`src/rtl/inst_ram_loader.sv`:
```
// -----------------------------------------------------------------------------
// inst_ram_loader
//
// Fills instruction RAM from a length-prefixed, big-endian byte stream before
// the CPU is released. The stream is a 4-byte word count N followed by N
// 4-byte instruction words, all MSB first. Each assembled word is written to
// RAM in a single one-cycle WRITE beat at ADDR_BASE + 4*i. The CPU is held
// until the whole image has been written.
//
// Ports:
//   clk       system clock, all state on rising edge
//   rst       asynchronous, active-low reset
//   start     single-cycle pulse; begins a load from IDLE, DONE or ERR
//   rx_data   incoming stream byte
//   rx_valid  rx_data valid this cycle
//   rx_ready  loader accepts a byte this cycle (transfer = valid & ready)
//   mem_ce    RAM chip enable, high only during a write beat
//   mem_we    RAM write enable, high only during a write beat
//   mem_addr  RAM byte address (word aligned), holds outside write beats
//   mem_data  word being written, holds outside write beats
//   cpu_hold  keeps the CPU stalled while high
//   done      level: image loaded successfully, cleared by next start
//   err       level: word count exceeded MEM_WORDS, cleared by next start
// -----------------------------------------------------------------------------
module inst_ram_loader #(
    parameter int unsigned MEM_WORDS = 131071,
    parameter logic [31:0] ADDR_BASE = 32'h0000_0000
) (
    input  logic        clk,
    input  logic        rst,
    input  logic        start,
    input  logic [7:0]  rx_data,
    input  logic        rx_valid,
    output logic        rx_ready,
    output logic        mem_ce,
    output logic        mem_we,
    output logic [31:0] mem_addr,
    output logic [31:0] mem_data,
    output logic        cpu_hold,
    output logic        done,
    output logic        err
);

    typedef enum logic [2:0] {
        S_IDLE,
        S_LEN,
        S_DATA,
        S_WRITE,
        S_DONE,
        S_ERR
    } state_t;

    localparam logic [31:0] MEM_WORDS_W = 32'(MEM_WORDS);

    state_t      state_q, state_d;
    logic [1:0]  byte_cnt_q;
    logic [23:0] shift_q;      // the three most recent bytes of the current word
    logic [31:0] count_q;      // N, the number of words in the image
    logic [31:0] idx_q;        // index of the word being assembled/written
    logic [31:0] mem_addr_q;
    logic [31:0] mem_data_q;

    logic        byte_fire;
    logic        last_byte;
    logic [31:0] assembled;
    logic        last_word;

    assign byte_fire = rx_valid && rx_ready;
    assign last_byte = byte_fire && (byte_cnt_q == 2'd3);
    // Valid only together with last_byte: the fourth byte completes the word.
    assign assembled = {shift_q, rx_data};
    assign last_word = ((idx_q + 32'd1) == count_q);

    // -------------------------------------------------------------------------
    // State register
    // -------------------------------------------------------------------------
    // NOTE: sequential state uses non-blocking assignments so every register
    // samples pre-edge values, independent of statement order.
    always_ff @(posedge clk or negedge rst) begin
        if (!rst) begin
            state_q <= S_IDLE;
        end else begin
            state_q <= state_d;
        end
    end

    // -------------------------------------------------------------------------
    // Next-state logic
    // -------------------------------------------------------------------------
    always_comb begin
        // NOTE: default first, so every path assigns state_d and no latch
        // is inferred.
        state_d = state_q;
        unique case (state_q)
            S_IDLE, S_DONE, S_ERR: begin
                if (start) state_d = S_LEN;
            end
            S_LEN: begin
                if (last_byte) begin
                    if (assembled == 32'd0)             state_d = S_DONE;
                    else if (assembled > MEM_WORDS_W)   state_d = S_ERR;
                    else                                state_d = S_DATA;
                end
            end
            S_DATA: begin
                if (last_byte) state_d = S_WRITE;
            end
            S_WRITE: begin
                state_d = last_word ? S_DONE : S_DATA;
            end
            default: state_d = S_IDLE;
        endcase
    end

    // -------------------------------------------------------------------------
    // Datapath: byte packing, word count, index and write-port registers
    // -------------------------------------------------------------------------
    always_ff @(posedge clk or negedge rst) begin
        if (!rst) begin
            byte_cnt_q <= 2'd0;
            shift_q    <= 24'd0;
            count_q    <= 32'd0;
            idx_q      <= 32'd0;
            mem_addr_q <= 32'd0;
            mem_data_q <= 32'd0;
        end else begin
            // A new load always starts on a word boundary.
            if (start && (state_q == S_IDLE || state_q == S_DONE || state_q == S_ERR)) begin
                byte_cnt_q <= 2'd0;
            end else if (byte_fire) begin
                byte_cnt_q <= byte_cnt_q + 2'd1;
                shift_q    <= assembled[23:0];
            end

            if (state_q == S_LEN && last_byte) begin
                count_q <= assembled;
                idx_q   <= 32'd0;
            end

            // Capture address and word one cycle ahead so they are stable
            // registers throughout the write beat and hold afterwards.
            if (state_q == S_DATA && last_byte) begin
                mem_addr_q <= ADDR_BASE + {idx_q[29:0], 2'b00};
                mem_data_q <= assembled;
            end

            if (state_q == S_WRITE && !last_word) begin
                idx_q <= idx_q + 32'd1;
            end
        end
    end

    // -------------------------------------------------------------------------
    // Outputs (decoded from state so reset values appear immediately)
    // -------------------------------------------------------------------------
    assign rx_ready = (state_q == S_LEN) || (state_q == S_DATA);
    assign mem_ce   = (state_q == S_WRITE);
    assign mem_we   = (state_q == S_WRITE);
    assign mem_addr = mem_addr_q;
    assign mem_data = mem_data_q;
    assign cpu_hold = (state_q != S_DONE);
    assign done     = (state_q == S_DONE);
    assign err      = (state_q == S_ERR);

endmodule

```
`config.mk`:
```
export PLATFORM = sky130hd
export DESIGN_NAME = inst_ram_loader
export DESIGN_NICKNAME = d
export VERILOG_FILES = /design/src/rtl/inst_ram_loader.sv
export SDC_FILE = /design/constraint.sdc
export NUM_CORES = 1
export LEC_CHECK = 0
export CAP_MARGIN = 20
export CELL_PAD_IN_SITES_DETAIL_PLACEMENT = 1
export CELL_PAD_IN_SITES_GLOBAL_PLACEMENT = 2
export CORE_UTILIZATION = 37
export CTS_CLUSTER_DIAMETER = 150
export DETAILED_ROUTE_END_ITERATION = 6
export PLACE_DENSITY = 0.88
export SLEW_MARGIN = 20
export SYNTH_ARGS = -nofsm -noshare
export SYNTH_HDL_FRONTEND = slang
export SYNTH_SLANG_ARGS = --single-unit
export TNS_END_PERCENT = 1
```
`constraint.sdc`:
```
create_clock -name clk -period 3.7 [get_ports clk]
set_input_delay 0.925 -clock clk [delete_from_list [all_inputs] [get_ports clk]]
set_output_delay 0.925 -clock clk [all_outputs]
set_load 0.03 [all_outputs]
```
==> flow_summary.toml, run 1 <==
[detailed_routing]
num_vias = 5775
ant_nets = 0
vias_per_cell = 5.38
wl_per_cell_um = 19.9
routed_wl_um = 21400
drc = 0
drt_pass1_iterations = 4
drtIter0Drc = 292

[logic_synthesis]
synthTopCellsByArea = "dfrtp_1 50%, mux2_2 13%, nand2_1 6.2%"
synthFlopType = "dfrtp_1"
yosys_register_bits = 155
seq_area_frac_synth_pct = 50.3
postSynthAreaPerCell_sq_um = 10.9
yosysTopAreaCellShare_pct = 50.3
yosys.cell_types.count = 62
synth_edf_count = 0
syn_inst = 710
async_flop_share_pct = 100
synth_area_sq_mm = 0.00770
yosys_warnings = 0
synth_area_leader_cell = "dfrtp_1"

[global_route]
overflow = 0
grt_pass1_vias = 6123
grt_max_degree = 82
grt_pass1_wl_um = 35500
antenna_found_initial = 0
track_usage_pct = 21.4

[hold_path]
hp-class = "reg -> reg"

[floorplanning]
io_pins = 82
core_sq_mm = 0.0203
num_rows = 52
die_h_um = 146
initial_utilization_pct = 38.0
fp.dieArea_sq_mm = 0.0214
die_w_um = 146

[layout]
layout_commonest_cell = "dfrtp_1"
seqCellArea_sq_mm = 0.00388
final_cell_mix = "155 x dfrtp_1, 127 x nand2_1, 87 x mux2_2"
design_area_sq_mm = 0.00946
drive_gt1_share_pct = 21.1
multi_input_area_sq_mm = 0.00351
antenna_cells = 0
nFillCells = 2191
nets = 805
area_delta_synth_final_pct = 22.8

[setup_path]
worstSetupStartpointType = "flop"
worstSetupPathType = "reg -> reg"
required_ns = 4.05
arrival_ns = 3.79
worst_setup_path_end_kind = "flop"
path_max_fanout = 10

[power]
power_density_mw_per_mm2 = 732
ir_drop_uv = 507
leakagePower_nw = 4.15

[clock_network]
cts_tree = "built"
numCtsBuffers = 17
clk_latency_ns = 0.44
h-tree-depth = 4
cts_root_buf = "clkbuf_16"
ctsHoldBuffers = 0
cts.sinks = 155
clockBufferDepth = 2
clkSlewWorstSetupHoldPaths_ns = 0.07

[placement]
place.detailed.hpwl_um = 15300
place.gp.congestion = 0.845
port_buffers = 79
postPlaceCellArea_sq_mm = 0.00882

[sta]
finalCriticalPeriod_ns = 3.44
worst_hold_slack_ns = 0.498
fmax_ghz = 0.290
setup_viol = 0
rsz0062_at_grt = "false"
worstMarginPinSlew_ns = 0.793
drv_slew = 0
hold_viol = 0
maxSlewHeadroom_pct = 47.1
fin_skew_ns = 0.0120
fin_tns_setup_ns = 0
fin_crit_sh_pct = 93.0

[status]
status = "finished, final reports clean"

[run]
maxCapViolations = 0
synthesized netlist by cell type (6+ instances only):
master	count
dfrtp_1	155
nand2_1	127
mux2_2	87
xnor2_1	28
nor2_1	23
clkbuf_1	22
nand3_1	21
xor2_1	21
o31ai_1	19
o211ai_1	18
nand4_1	17
nor4_1	16
nor3_1	15
o21ai_0	12
buf_2	11
inv_1	11
a21oi_1	10
mux2i_1	9
and3_1	8
nand2b_1	7
buf_4	6
logic make-up after synthesis:
family	count (synthesis)	synth area share, %
xor+xnor	49	5.57
mux	98	14.2
simple gates	260	16.9
buf+inv	60	4.50
fa+ha+maj	2	0.325
flops	155	50.3
compound gates	85	8.14
other cells	1	0.0487
through the flow:
stage	setup slack (ns)	util (%)	total power [W]	instances
after floorplan	0.612	-	0.00434	711
after global placement	0.362	43.5	0.00500	1040
after detailed placement	0.231	43.5	0.00513	1040
after CTS	0.211	46.5	0.00697	1072
after global routing	0.0159	46.6	0.00734	1074
final	0.257	46.6	0.00692	1074
report_power, final:
group / internal (W) / switching (W) / total [W]
sequential: 0.00217 / 0.000757 / 0.00292
clock: 0.000981 / 0.000840 / 0.00182
combinational: 0.000995 / 0.00118 / 0.00218
final timing paths:
| path | from | to | slack (ns) | depth (start not counted) |
|---|---|---|---|---|
| min in group asynchronous | rst | mem_addr[16]$_DFFE_PN0P_ | 0.56 | 1 |
| min | count_q[22]$_DFFE_PN0P_ | count_q[22]$_DFFE_PN0P_ | 0.50 | 2 |
| max reg2reg | idx_q[9]$_DFFE_PN0P_ | idx_q[9]$_DFFE_PN0P_ | 0.26 | 10 |
| min reg2reg | count_q[22]$_DFFE_PN0P_ | count_q[22]$_DFFE_PN0P_ | 0.50 | 2 |
| max | idx_q[9]$_DFFE_PN0P_ | idx_q[9]$_DFFE_PN0P_ | 0.26 | 10 |
| max in group asynchronous | rst | mem_data[17]$_DFFE_PN0P_ | 2.36 | 2 |
cell type report:
cell class / count / share of cell area, %
Sequential cell: 155 / 41.0
Multi-Input combinational cell: 496 / 37.1
Timing Repair Buffer: 109 / 11.3
Clock buffer: 17 / 4.50
Tap cell: 270 / 3.57
Clock inverter: 15 / 2.04
Inverter: 12 / 0.476
layer usage:
metal	vias up	GRT usage [%]	share of wire, %
met3	26	3.09	2.3
met2	104	33.7	47
met5	-	0	0
met1	2957	30.0	49
li1	2688	-	-
met4	0	7.66	2.0
sequential cells by signal, indices dropped and copies added (netlist names):
name / flops
idx_q: 32
byte_cnt_q: 2
mem_addr: 30
count_q: 32
mem_data: 32
shift_q: 24
state_q: 3
worst max-delay path, stage by stage (launching register included):
cell	delay, ns
dfrtp_1	0.57
nand4_2	0.30
nor4_1	0.34
buf_4	0.18
nand3_1	0.13
xnor2_1	0.19
or4_4	0.56
a2111oi_4	0.38
nand4_4	0.23
mux2_1	0.38
o211ai_1	0.10
what timing repair did:
| action | 4_1_cts | 5_1_grt |
|---|---|---|
| setup buffers | 0 | 2 |
| gates resized for setup | 0 | 1 |
| setup endpoints to repair | 0 | 2 |
No activity file was read; power rests on OpenSTA's default activity.
==> run 2, diff against run 1 <==
Settings changed: CAP_MARGIN 20 to unset.
==> results of run 2 <==
Final layout, timing and power as in run 1 (identical DEF).
==> run 3, diff against run 2 <==
Settings changed: CELL_PAD_IN_SITES_DETAIL_PLACEMENT 1 to 0, CELL_PAD_IN_SITES_GLOBAL_PLACEMENT 2 to 1, CORE_MARGIN set to 2, CORE_UTILIZATION 37 to 40, PLACE_DENSITY 0.88 to 0.81, REMOVE_ABC_BUFFERS set to 1.
==> flow_summary.toml, run 3 (same netlist as run 1, synthesis figures left out) <==
[global_route]
grt_max_degree = 74
grt_pass1_vias = 5333
grt_pass1_wl_um = 30200
overflow = 0
antenna_found_initial = 0
track_usage_pct = 19.1

[power]
ir_drop_uv = 394
leakagePower_nw = 4.07
power_density_mw_per_mm2 = 710
total_power_w = 0.00662

[hold_path]
min_path_cells = 2
hp-class = "reg -> reg"

[detailed_routing]
vias_per_cell = 5.24
m1WireLength_um = 9000
drtIter0Drc = 413
met2_length_um = 8170
wl_per_cell_um = 17.3
routed.top_layer = "met4"
drc = 0
ant_nets = 0
routed-wl-met3_um = 857
routed_wl_um = 18200
drt_pass1_iterations = 5
num_vias = 5532

[floorplanning]
io_pins = 82
core_sq_mm = 0.0188
die_w_um = 143
num_rows = 50
initial_utilization_pct = 40.9
die_h_um = 143
fp.dieArea_sq_mm = 0.0204

[placement]
place.detailed.hpwl_um = 12800
dp_slack_ns = 0.269
place.gp.congestion = 0.932
postPlaceCellArea_sq_mm = 0.00876
port_buffers = 79

[clock_network]
cts_tree = "built"
clk_latency_ns = 0.43
cts.sinks = 155
clkSlewWorstSetupHoldPaths_ns = 0.07
h-tree-depth = 4
clockBufferDepth = 2
cts_setup_buffers = 0
numCtsBuffers = 17
cts_root_buf = "clkbuf_16"

[layout]
layout_commonest_cell = "dfrtp_1"
drive_gt1_share_pct = 20.1
antenna_cells = 0
nets = 796
area_delta_synth_final_pct = 21.0
final_cell_mix = "155 x dfrtp_1, 127 x nand2_1, 87 x mux2_2"
fin_util_pct = 49.5
design_area_sq_mm = 0.00932

[sta]
fmax_ghz = 0.292
hold_viol = 0
worst_slack_ns = 0.274
setup_viol = 0
fin_skew_ns = 0.0106
maxSlewHeadroom_pct = 54.7
worstMarginPinSlew_ns = 0.680
finalCriticalPeriod_ns = 3.43
rsz0062_at_grt = "false"
fin_crit_sh_pct = 92.6
drv_slew = 0

[setup_path]
arrival_ns = 3.77
worst_setup_path_end_kind = "flop"
rr_worst_depth = 9
path_max_fanout = 10
required_ns = 4.05
worstSetupPathType = "reg -> reg"
worstSetupStartpointType = "flop"

[status]
status = "finished, final reports clean"

[run]
maxCapViolations = 0
[run 3: cell type report]
type,count,area [sq um]
clock buffer,18,429
tap,260,325
timing repair buffer,100,1000
inverter,12,45.0
fill,1723,9510
multi-input combinational,496,3510
clock inverter,14,129
sequential,155,3880
[run 3: path summary, 6_finish.rpt]
kind                                          from                       to  slack [ns]
hold reg to reg            count_q[12]$_DFFE_PN0P_  count_q[12]$_DFFE_PN0P_        0.50
setup reg to reg              idx_q[3]$_DFFE_PN0P_     idx_q[9]$_DFFE_PN0P_        0.27
setup / recovery              idx_q[3]$_DFFE_PN0P_     idx_q[9]$_DFFE_PN0P_        0.27
hold / removal             count_q[12]$_DFFE_PN0P_  count_q[12]$_DFFE_PN0P_        0.50
min in group asynchronous                      rst  mem_addr[7]$_DFFE_PN0P_        0.52
max in group asynchronous                      rst    idx_q[24]$_DFFE_PN0P_        2.45
[run 3: routing by layer]
| metal | up-vias | track usage [%] |
|---|---|---|
| met5 | - | 0 |
| met4 | 0 | 4.53 |
| met3 | 14 | 4.86 |
| met2 | 138 | 28.5 |
| met1 | 2714 | 28.1 |
| li1 | 2666 | - |
[run 3: per-stage QoR]
step	instances	setup TNS, ns	hold WS, ns
floorplan	663	-288.57	0.465
global placement	1023	0	0.481
detailed placement	1023	0	0.485
CTS	1055	0	0.501
global route	1055	0	0.523
finish	1055	0	0.497
[run 3: critical path, stage by stage (launching register included)]
cell,delay (ns)
dfrtp_1,0.57
nand4_4,0.22
nor3_4,0.49
nand3_1,0.24
xnor2_1,0.21
or4_4,0.56
a2111oi_4,0.38
nand4_4,0.22
mux2_1,0.36
o211ai_1,0.09
[run 3: power breakdown]
group          internal (W)  switching (W)  leakage [nW]  total, W
clock network      0.000883       0.000761         0.268   0.00164
logic              0.000988        0.00112          1.75   0.00211
registers           0.00217       0.000697          2.06   0.00287
total               0.00404        0.00258          4.07   0.00662
[run 3: repair_timing]
item / 4_1_cts / 5_1_grt
resized for setup: 0 / 1
hold buffers: 0 / 0
endpoints found under the setup margin: 0 / 3
